$ cat config.mk
export PLATFORM = sky130hd
export DESIGN_NAME = button_debounce
export DESIGN_NICKNAME = d
export VERILOG_FILES = /design/src/rtl/button_pkg.sv /design/src/rtl/sync_2ff.sv /design/src/rtl/button_debounce.sv
export SDC_FILE = /design/constraint.sdc
export NUM_CORES = 1
export LEC_CHECK = 0
export ABC_AREA = 1
export CAP_MARGIN = 40
export CELL_PAD_IN_SITES_DETAIL_PLACEMENT = 0
export CELL_PAD_IN_SITES_GLOBAL_PLACEMENT = 2
export CORE_MARGIN = 2
export CORE_UTILIZATION = 32
export CTS_CLUSTER_SIZE = 20
export DETAILED_ROUTE_END_ITERATION = 8
export PLACE_DENSITY_LB_ADDON = 0.2
export SYNTH_ARGS = -nofsm -noshare
export SYNTH_HDL_FRONTEND = slang
export SYNTH_SLANG_ARGS = --single-unit
export TNS_END_PERCENT = 10
$ cat constraint.sdc
create_clock -name clk -period 1.85 [get_ports clk]
set_clock_uncertainty 0.15 [all_clocks]
set_input_delay 0.555 -clock clk [delete_from_list [all_inputs] [get_ports clk]]
set_output_delay 0.555 -clock clk [all_outputs]
set_load 0.03 [all_outputs]
$ cat src/rtl/button_pkg.sv
// Shared types and default timing constants for the pushbutton debouncer.
// Long-press detection is built only when LONG_PRESS_EN is defined.
package button_pkg;

    typedef enum logic [1:0] {
        RELEASED     = 2'd0,
        PRESS_PEND   = 2'd1,
        PRESSED      = 2'd2,
        RELEASE_PEND = 2'd3
    } db_state_t;

    // 10 ms and 1 s at a 12 MHz system clock
    localparam int DEBOUNCE_CYCLES_DEF   = 120000;
    localparam int LONG_PRESS_CYCLES_DEF = 12000000;

    // True in the states where the accepted level is "pressed"
    function automatic logic is_held(input db_state_t s);
        return (s == PRESSED) || (s == RELEASE_PEND);
    endfunction

endpackage

$ cat src/rtl/sync_2ff.sv
// Two-flop synchronizer for a single asynchronous input; synchronous active-low reset.
module sync_2ff (
    input  logic clk,
    input  logic rst_n,
    input  logic d,
    output logic q
);

    logic meta_q;
    logic sync_q;

    always_ff @(posedge clk) begin
        if (!rst_n) begin
            meta_q <= 1'b0;
            sync_q <= 1'b0;
        end else begin
            meta_q <= d;
            sync_q <= meta_q;
        end
    end

    assign q = sync_q;

endmodule

$ cat src/rtl/button_debounce.sv
// Pushbutton debouncer: synchronizer, 4-state stability FSM, press/release strobes.
// Define LONG_PRESS_EN to build the hold counter and long_press strobe.
module button_debounce
    import button_pkg::*;
#(
    parameter int DEBOUNCE_CYCLES   = DEBOUNCE_CYCLES_DEF,
    parameter int LONG_PRESS_CYCLES = LONG_PRESS_CYCLES_DEF
) (
    input  logic clk,
    input  logic rst_n,
    input  logic button_raw,
    output logic button_db,
    output logic press_pulse,
    output logic release_pulse,
    output logic long_press
);

    localparam int STAB_W = $clog2(DEBOUNCE_CYCLES);
    localparam logic [STAB_W-1:0] STAB_LAST = STAB_W'(DEBOUNCE_CYCLES - 1);

    if ((DEBOUNCE_CYCLES < 2) || (DEBOUNCE_CYCLES > 16777215)
        || (LONG_PRESS_CYCLES <= DEBOUNCE_CYCLES)) begin : g_bad_cfg
        $error("button_debounce: illegal DEBOUNCE_CYCLES/LONG_PRESS_CYCLES");
    end

    logic btn_s;

    sync_2ff u_sync (
        .clk   (clk),
        .rst_n (rst_n),
        .d     (button_raw),
        .q     (btn_s)
    );

    db_state_t         state_q, state_d;
    logic [STAB_W-1:0] stab_cnt_q, stab_cnt_d;
    logic              button_db_q, button_db_d;
    logic              press_pulse_q, press_pulse_d;
    logic              release_pulse_q, release_pulse_d;

    // The counter only runs while a pending level stays put; any state change clears it.
    always_comb begin
        state_d         = state_q;
        stab_cnt_d      = stab_cnt_q;
        button_db_d     = button_db_q;
        press_pulse_d   = 1'b0;
        release_pulse_d = 1'b0;
        case (state_q)
            RELEASED: begin
                if (btn_s) begin
                    state_d    = PRESS_PEND;
                    stab_cnt_d = '0;
                end
            end
            PRESS_PEND: begin
                if (!btn_s) begin
                    state_d    = RELEASED;
                    stab_cnt_d = '0;
                end else if (stab_cnt_q == STAB_LAST) begin
                    state_d       = PRESSED;
                    stab_cnt_d    = '0;
                    button_db_d   = 1'b1;
                    press_pulse_d = 1'b1;
                end else begin
                    stab_cnt_d = stab_cnt_q + STAB_W'(1);
                end
            end
            PRESSED: begin
                if (!btn_s) begin
                    state_d    = RELEASE_PEND;
                    stab_cnt_d = '0;
                end
            end
            RELEASE_PEND: begin
                if (btn_s) begin
                    state_d    = PRESSED;
                    stab_cnt_d = '0;
                end else if (stab_cnt_q == STAB_LAST) begin
                    state_d         = RELEASED;
                    stab_cnt_d      = '0;
                    button_db_d     = 1'b0;
                    release_pulse_d = 1'b1;
                end else begin
                    stab_cnt_d = stab_cnt_q + STAB_W'(1);
                end
            end
            default: begin
                state_d    = RELEASED;
                stab_cnt_d = '0;
            end
        endcase
    end

    always_ff @(posedge clk) begin
        if (!rst_n) begin
            state_q         <= RELEASED;
            stab_cnt_q      <= '0;
            button_db_q     <= 1'b0;
            press_pulse_q   <= 1'b0;
            release_pulse_q <= 1'b0;
        end else begin
            state_q         <= state_d;
            stab_cnt_q      <= stab_cnt_d;
            button_db_q     <= button_db_d;
            press_pulse_q   <= press_pulse_d;
            release_pulse_q <= release_pulse_d;
        end
    end

    assign button_db     = button_db_q;
    assign press_pulse   = press_pulse_q;
    assign release_pulse = release_pulse_q;

`ifdef LONG_PRESS_EN
    localparam int HOLD_W = $clog2(LONG_PRESS_CYCLES);
    localparam logic [HOLD_W-1:0] HOLD_LAST = HOLD_W'(LONG_PRESS_CYCLES - 1);

    logic [HOLD_W-1:0] hold_cnt_q, hold_cnt_d;
    logic              long_done_q, long_done_d;
    logic              long_press_q, long_press_d;

    // Restart only on an accepted press, so a release glitch does not reset the hold time;
    // the counter then saturates and long_done blocks a repeat strobe.
    always_comb begin
        hold_cnt_d   = hold_cnt_q;
        long_done_d  = long_done_q;
        long_press_d = 1'b0;
        if (press_pulse_d) begin
            hold_cnt_d  = '0;
            long_done_d = 1'b0;
        end else if (is_held(state_q)) begin
            if (hold_cnt_q == HOLD_LAST) begin
                if (!long_done_q) begin
                    long_press_d = 1'b1;
                    long_done_d  = 1'b1;
                end
            end else begin
                hold_cnt_d = hold_cnt_q + HOLD_W'(1);
            end
        end
    end

    always_ff @(posedge clk) begin
        if (!rst_n) begin
            hold_cnt_q   <= '0;
            long_done_q  <= 1'b0;
            long_press_q <= 1'b0;
        end else begin
            hold_cnt_q   <= hold_cnt_d;
            long_done_q  <= long_done_d;
            long_press_q <= long_press_d;
        end
    end

    assign long_press = long_press_q;
`else
    assign long_press = 1'b0;
`endif

endmodule

Word-level counts from Yosys, hierarchy flattened. Index checks and enable logic that the tools add are counted. Widths: inputs -> output; s select.

Flip-flop bits (word level): 24. Latch bits: 0. Memory bits (writable): 0. ROM bits: 0. Bits of input ports: 3. Output and inout port bits: 4. Logic and storage cells: 48. Memories kept: 0.

Add/subtract/negate cells: 1. Multiply operators: 0. Div/mod/pow operators: 0. Magnitude comparators: 0. Eq/ne operators: 12. Shift operators: 0. Muxes and demuxes: 19. Bitwise gates (word level): 2. Reductions and logical operators: 7.

Operators with widths (number): $mux 17 (5); $pmux 17 s4 (1); $add 17x1->17 const B (1); $eq 17x17->1 const B (1); $mux 2 (6); $ne 2x2->1 const B (4); $pmux 2 s4 (1); $mux 1 (5); $reduce_and 5->1 (1); $eq 2x2->1 const B (2); $ne 2x1->1 const B (2); $reduce_and 4->1 (1); $ne 3x2->1 const B (1); $ne 3x3->1 const B (1); $reduce_and 3->1 (1); $reduce_or 3->1 (1); $eq 2x1->1 const B (1); $logic_not 2->1 (1); $not 1->1 (2); $pmux 1 s2 (1); $reduce_and 2->1 (1); $reduce_bool 2->1 (1).

Longest topological paths before layout. Gate-level depths: netlist of the first run.

Word-level depth: 4. Mapped depth: 9. Mapped depth without buffers: 9.

Modules after synthesis. From an unflattened synthesis of the first run, not the netlist that was laid out.

Cells, all modules: 209. Area, all modules: 1388.8 µm².

By module, submodules not included: button_debounce (instances 1, cells an instance 203, area an instance 1333.8 µm², sequential area each 440.4 µm²); sync_2ff (instances 1, cells an instance 6, area an instance 55.1 µm², sequential area each 40.0 µm²).

Worst setup path before layout of the first run. No wires, ideal clock.

Path type: register to register. Start point: register stab_cnt_q[1]. End point: register stab_cnt_q[5]. Data arrival time: 1317 ps. Path slack: 267 ps. Cell stages (with the launch flop): 8. Path buffers: 0. Clock period less this slack: 1583 ps. Path through: dfxtp_1 ha_1 nand3_1 nor2_2 nand3_4 nand2_4 nand2_4 and3_1.

Longest elaborated chain between the ends: 4. Elaborated cells between the ends (all ways): 6.

Ends and longest elaborated chain: start, declared (RTL line button_debounce.sv:36) `logic [STAB_W-1:0] stab_cnt_q, stab_cnt_d;`; start signal, assigned (RTL line button_debounce.sv:103) `stab_cnt_q <= stab_cnt_d;`; $add 17x1->17 / $eq 17x17->1 (equally long branches); $mux 17 * (RTL line button_debounce.sv:59, button_debounce.sv:78); $mux 17, on equally long branches (RTL line button_debounce.sv:75, button_debounce.sv:56); $pmux 17 s4 * (RTL line button_debounce.sv:48) `case (state_q)`.

Every way passes the cells marked *; elsewhere a longest branch is shown, timed or not. A chain may end at the register's enable or synchronous reset.

Worst setup path in the final report of the first run. Ends and elaborated chain as after synthesis.

==> flow_summary.ini, run 1 <==
[cts]
htreeDepth = 1
post_cts_buffers = 0
cts_buffer_depth = 2
cts_root_buf = clkbuf_8
cts-buffers-inserted = 3
path_clk_slew_ns = 0.09
cts_tree = built
clock_sinks = 24
clk_latency_ns = 0.28

[logic_synthesis]
synth-seq-area-share_pct = 35.1
synth_fp_nets = 212
synth-edff-count = 0
synth-compound-area-share_pct = 8.05
yosysMostFrequentCell = nand2_1
synth_xor_area_share_pct = 2.47
synth_top_family_by_area = simple AND/OR/NAND/NOR gates
syn_area_um2 = 1370
synth_flop_cell = dfxtp_1
synthAdderAreaFrac_pct = 0.915
muxShareOfSynthArea_pct = 0
syn_inst = 208
async_reset_ff_share_pct = 0
syn_area_per_cell_um2 = 6.57
synth.area.top_cells = dfxtp_1 (35%), nand2_1 (16%), inv_1 (7.1%)
synthTopCellsByCount = nand2_1 (59), inv_1 (26), dfxtp_1 (24), nor2_1 (24), nand3_1 (18)
synth_top_cell_area_share_pct = 35.1
synth_cell_types = 32
yosys.area.top_type = dfxtp_1
yosys_warnings = 0
synth_seq_cells = 24
synth-simple-area-share_pct = 42.7

[detailed_routing]
final_antenna_net_count = 0
first_pass_iters = 4
num_vias = 1340
viasPerCell = 4.91
routed_wl_um = 3470
wl_per_cell_um = 12.7
drc = 0
drt_iter0_markers = 66

[floorplan]
die_height_um = 69.4
core_um2 = 4060
start_util_pct = 33.7
row_count = 23
die_x_um = 69.4
ioPinCount = 7
dieArea_um2 = 4810

[global_route]
grt_pass1_wl_um = 6150
grt_usage_pct = 15.9
grt_max_degree = 14
grt_pass1_vias = 1362
overflow = 0
grt_antenna_before_repair = 0

[worst_hold_path]
holdCritPathClass = flop to flop
whs_path_depth = 2
hold_path_end = u_sync.q
worstHoldStart = u_sync.meta_q

[sta]
drv_slew = 0
tns_ns = 0
fmax_mhz = 583
setup_viol = 0
holdWs_ns = 0.278
setup_ws_ns = 0.135
fin_crit_sh_pct = 92.7
min_period_ns = 1.71
hold_viol_final = 0

[worst_setup_path]
cp-end-kind = flop
path_common_cell = nand2_4
crit_arrival_ns = 1.74
crit_slowest_cell = dfxtp_1
critical_path.top_delay_family = simple AND/OR/NAND/NOR gates
worst-path-buf-inv = 0
r2r_slack_ns = 0.14
max_stage_delay_ns = 0.37
crit_type = flop to flop
critPathLaunchType = flop
path_cells = ha_2, nand3_1, nor2_4, nand3_4, nand2_4, nand2_4, and3_1
r2r-start = stab_cnt_q[1]
cp_max_fo = 9
ff2ff_path_depth = 7
cp_data_required_time_ns = 1.88
worstReg2RegEnd = stab_cnt_q[5]

[place]
io_buffers = 5
place_ws_ns = -0.0626
placed_cells = 269
postPlaceCellArea_um2 = 1530
dp_hpwl_um = 2660
gp_routability_congestion = 0.928

[pwr]
ir_drop_mv = 0.245
p_seq_share_pct = 53.7
p_total_mw = 0.975
switching_power_mw = 0.238
p_int_mw = 0.737
clkPwrFrac_pct = 38.5
p_comb_share_pct = 7.8
p_sw_share_pct = 24.4
p_leak_nw = 0.619
cellPowerDensity_nw_per_um2 = 616

[cells_and_area]
stdcell_count = 273
final_core_util_pct = 39.0
area_growth_pct = 15.8
num_antenna_cells = 0
nets = 228
fin_area_um2 = 1580
fillers = 446
drive_gt1_share_pct = 11.7

[run_status]
status = completed

[job]
drv_cap = 0
==> cells by family (layout without fill, tap and decap cells) <==
family / count (synthesis) / in the layout
AO/OA/AOI/OAI: 20 / 20
XOR/XNOR: 3 / 3
adder cells (fa/ha/maj): 1 / 1
buffers and inverters: 33 / 48
flip-flops: 24 / 24
other: 1 / 1
AND/OR/NAND/NOR: 126 / 126
==> per-layer routing <==
metal	vias up	global-route usage, %	part of all wire [%]
li1	696	-	-
met1	607	20.2	47
met2	32	27.0	47
met3	5	2.62	4.0
met4	0	5.88	1.5
met5	-	0	0
==> how the worst max path moves through the flow <==
stage / slack [ns] / from / depth (start not counted) / end
final: 0.14 / stab_cnt_q[1] / 7 / stab_cnt_q[5]
after global routing: -0.005 / stab_cnt_q[1] / 8 / stab_cnt_q[12]
after CTS: 0.08 / stab_cnt_q[1] / 7 / stab_cnt_q[5]
after detailed placement: -0.06 / rst_n / 5 / stab_cnt_q[6]
after global placement: -0.04 / rst_n / 5 / stab_cnt_q[6]
after floorplan: 0.27 / stab_cnt_q[1] / 7 / stab_cnt_q[5]
==> placed cells by master, fill, tap and decap left out, types with 3 or more instances in the layout <==
cell,instances
nor2_1,24
dlygate4sd2_1,3
a21oi_1,9
buf_4,11
clkbuf_8,4
inv_1,26
dfxtp_1,24
nand4_1,9
nand3_1,18
o21ai_0,5
nor3_1,5
nand2_1,59
nand2_4,3
==> cell type report <==
type                       count  area, µm²  share of cell area [%]
clock buffer                   4       55.1                    3.48
inverter                      28        105                    6.64
timing repair buffer          16        129                    8.14
sequential                    24        480                    30.3
multi-input combinational    151        752                    47.5
tap                           50       62.6                    3.95
==> worst register-to-register path: cells and delay by family, from the launching register on <==
kind	cells	cell delay [ns]
flip-flops	1	0.37
AND/OR/NAND/NOR	6	0.87
adder cells (fa/ha/maj)	1	0.23
==> power groups by stage <==
stage / logic [mW] / clock network, mW / registers (mW)
2_1_floorplan: 0.0552 / 0 / 0.536
3_3_place_gp: 0.0767 / 0 / 0.536
3_5_place_dp: 0.0765 / 0 / 0.536
4_1_cts: 0.0767 / 0.391 / 0.524
5_1_grt: 0.0855 / 0.416 / 0.525
6_report: 0.0762 / 0.375 / 0.524
==> timing repair <==
action	CTS	global route
pin swaps	0	0
endpoints found under the setup margin	3	11
resized for setup	3	2
hold buffers	0	0
==> flip-flops by register name, summed over array words and instances, names as in the netlist, named ones only <==
| signal | flops |
|---|---|
| button_db | 1 |
| state_q | 1 |
| u_sync.meta_q | 1 |
| stab_cnt_q | 17 |
| release_pulse | 1 |
| press_pulse | 1 |
| u_sync.q | 1 |
No activity file was read; power rests on OpenSTA's default activity.
==> run 2, diff against run 1 <==
Settings changed: CTS_BUF_LIST from default to sky130_fd_sc_hd__clkbuf_16, HOLD_SLACK_MARGIN from default to 0.12.
==> flow_summary.ini, run 2 (same netlist as run 1, synthesis figures left out) <==
[run_status]
status = completed

[sta]
tns_ns = 0
min_period_ns = 1.71
setup_viol = 0
fmax_mhz = 585
fin_crit_sh_pct = 92.5
drv_slew = 0
setup_ws_ns = 0.139
hold_viol_final = 0
holdWs_ns = 0.274

[place]
gp_routability_congestion = 0.928
place_ws_ns = -0.0626
placed_cells = 269
dp_hpwl_um = 2660
postPlaceCellArea_um2 = 1530
io_buffers = 5

[worst_hold_path]
holdCritPathClass = flop to flop
worstHoldStart = u_sync.meta_q
hold_path_end = u_sync.q
whs_path_depth = 2

[worst_setup_path]
cp-end-kind = flop
critPathLaunchType = flop
ff2ff_path_depth = 7
r2r-start = stab_cnt_q[1]
path_common_cell = nand2_4
cp_data_required_time_ns = 1.85
cp_max_fo = 9
crit_arrival_ns = 1.72
max_stage_delay_ns = 0.36
worst-path-buf-inv = 0
crit_slowest_cell = dfxtp_1
r2r_slack_ns = 0.14
worstReg2RegEnd = stab_cnt_q[5]
crit_type = flop to flop
path_cells = ha_2, nand3_1, nor2_4, nand3_4, nand2_4, nand2_4, and3_1
critical_path.top_delay_family = simple AND/OR/NAND/NOR gates

[pwr]
p_total_mw = 1.08
p_leak_nw = 0.628
cellPowerDensity_nw_per_um2 = 673
ir_drop_mv = 0.273

[cts]
path_clk_slew_ns = 0.06
cts_root_buf = clkbuf_16
clock_sinks = 24
cts_buffer_depth = 2
post_cts_buffers = 0
cts_tree = built
clk_latency_ns = 0.26
cts-buffers-inserted = 3
htreeDepth = 1

[cells_and_area]
num_antenna_cells = 0
area_growth_pct = 17.6
largest_reg_flops = 17
fin_area_um2 = 1610
fillers = 446
final_core_util_pct = 39.6
layout_common_cells = nand2_1 (59), inv_1 (26), nor2_1 (24), dfxtp_1 (24), nand3_1 (18)
largest_register = stab_cnt_q
final_common_cell = nand2_1
stdcell_count = 273
nets = 228
drive_gt1_share_pct = 11.2

[floorplan]
die_height_um = 69.4
dieArea_um2 = 4810
core_um2 = 4060
row_count = 23
ioPinCount = 7
start_util_pct = 33.7
die_x_um = 69.4

[detailed_routing]
drt_iter0_markers = 81
final_antenna_net_count = 0
first_pass_iters = 4
routed_wl_um = 3420
num_vias = 1315
viasPerCell = 4.82
drc = 0
wl_per_cell_um = 12.5

[global_route]
grt_pass1_vias = 1362
grt_max_degree = 14
grt_pass1_wl_um = 6110
grt_usage_pct = 15.7
overflow = 0
grt_antenna_before_repair = 0

[job]
drv_cap = 0
==> run 2: cell types whose count changed in the layout (fill, tap and decap cells not counted), sizes merged <==
cell | previous run | this run
clkinv | 1 | 2
clkbuf | 4 | 3
==> run 2: tightest hold or removal path, delay by kind of cell, from the launching register on <==
kind	cells	cell delay, ns
flip-flops	1	0.30
AND/OR/NAND/NOR	1	0.05
buffers and inverters	1	0.03
==> run 2: where the power goes <==
| part | switching [mW] | internal [mW] |
|---|---|---|
| Combinational | 0.0503 | 0.0259 |
| Sequential | 0.00339 | 0.521 |
| Clock | 0.192 | 0.289 |
==> run 2: cell type report <==
cell class                 count  area [µm²]  share of cell area [%]
tap                           50        62.6                    3.89
timing repair buffer          16         129                    8.02
inverter                      28         105                    6.54
multi-input combinational    151         752                    46.8
clock inverter                 1        3.75                   0.233
sequential                    24         480                    29.9
clock buffer                   3        75.1                    4.67
==> run 2: routing by layer <==
metal / track usage (%) / wire length, µm / part of all wire, %
met1: 19.8 / 1620 / 47
met2: 27.0 / 1620 / 47
met3: 3.34 / 164 / 4.8
met4: 4.14 / 24 / 0.70
met5: 0 / 0 / 0
==> run 2: repair_timing <==
item | CTS | global route
resized for setup | 3 | 2
hold buffers | 0 | 0
setup endpoints to repair | 3 | 11
==> run 2: how the worst max path moves through the flow <==
stage | start | endpoint | slack [ns] | cells past startpoint
2_1_floorplan | stab_cnt_q[1] | stab_cnt_q[5] | 0.27 | 7
3_3_place_gp | rst_n | stab_cnt_q[6] | -0.04 | 5
3_5_place_dp | rst_n | stab_cnt_q[6] | -0.06 | 5
4_1_cts | stab_cnt_q[1] | stab_cnt_q[5] | 0.09 | 7
5_1_grt | stab_cnt_q[1] | stab_cnt_q[12] | -0.001 | 8
6_report | stab_cnt_q[1] | stab_cnt_q[5] | 0.14 | 7
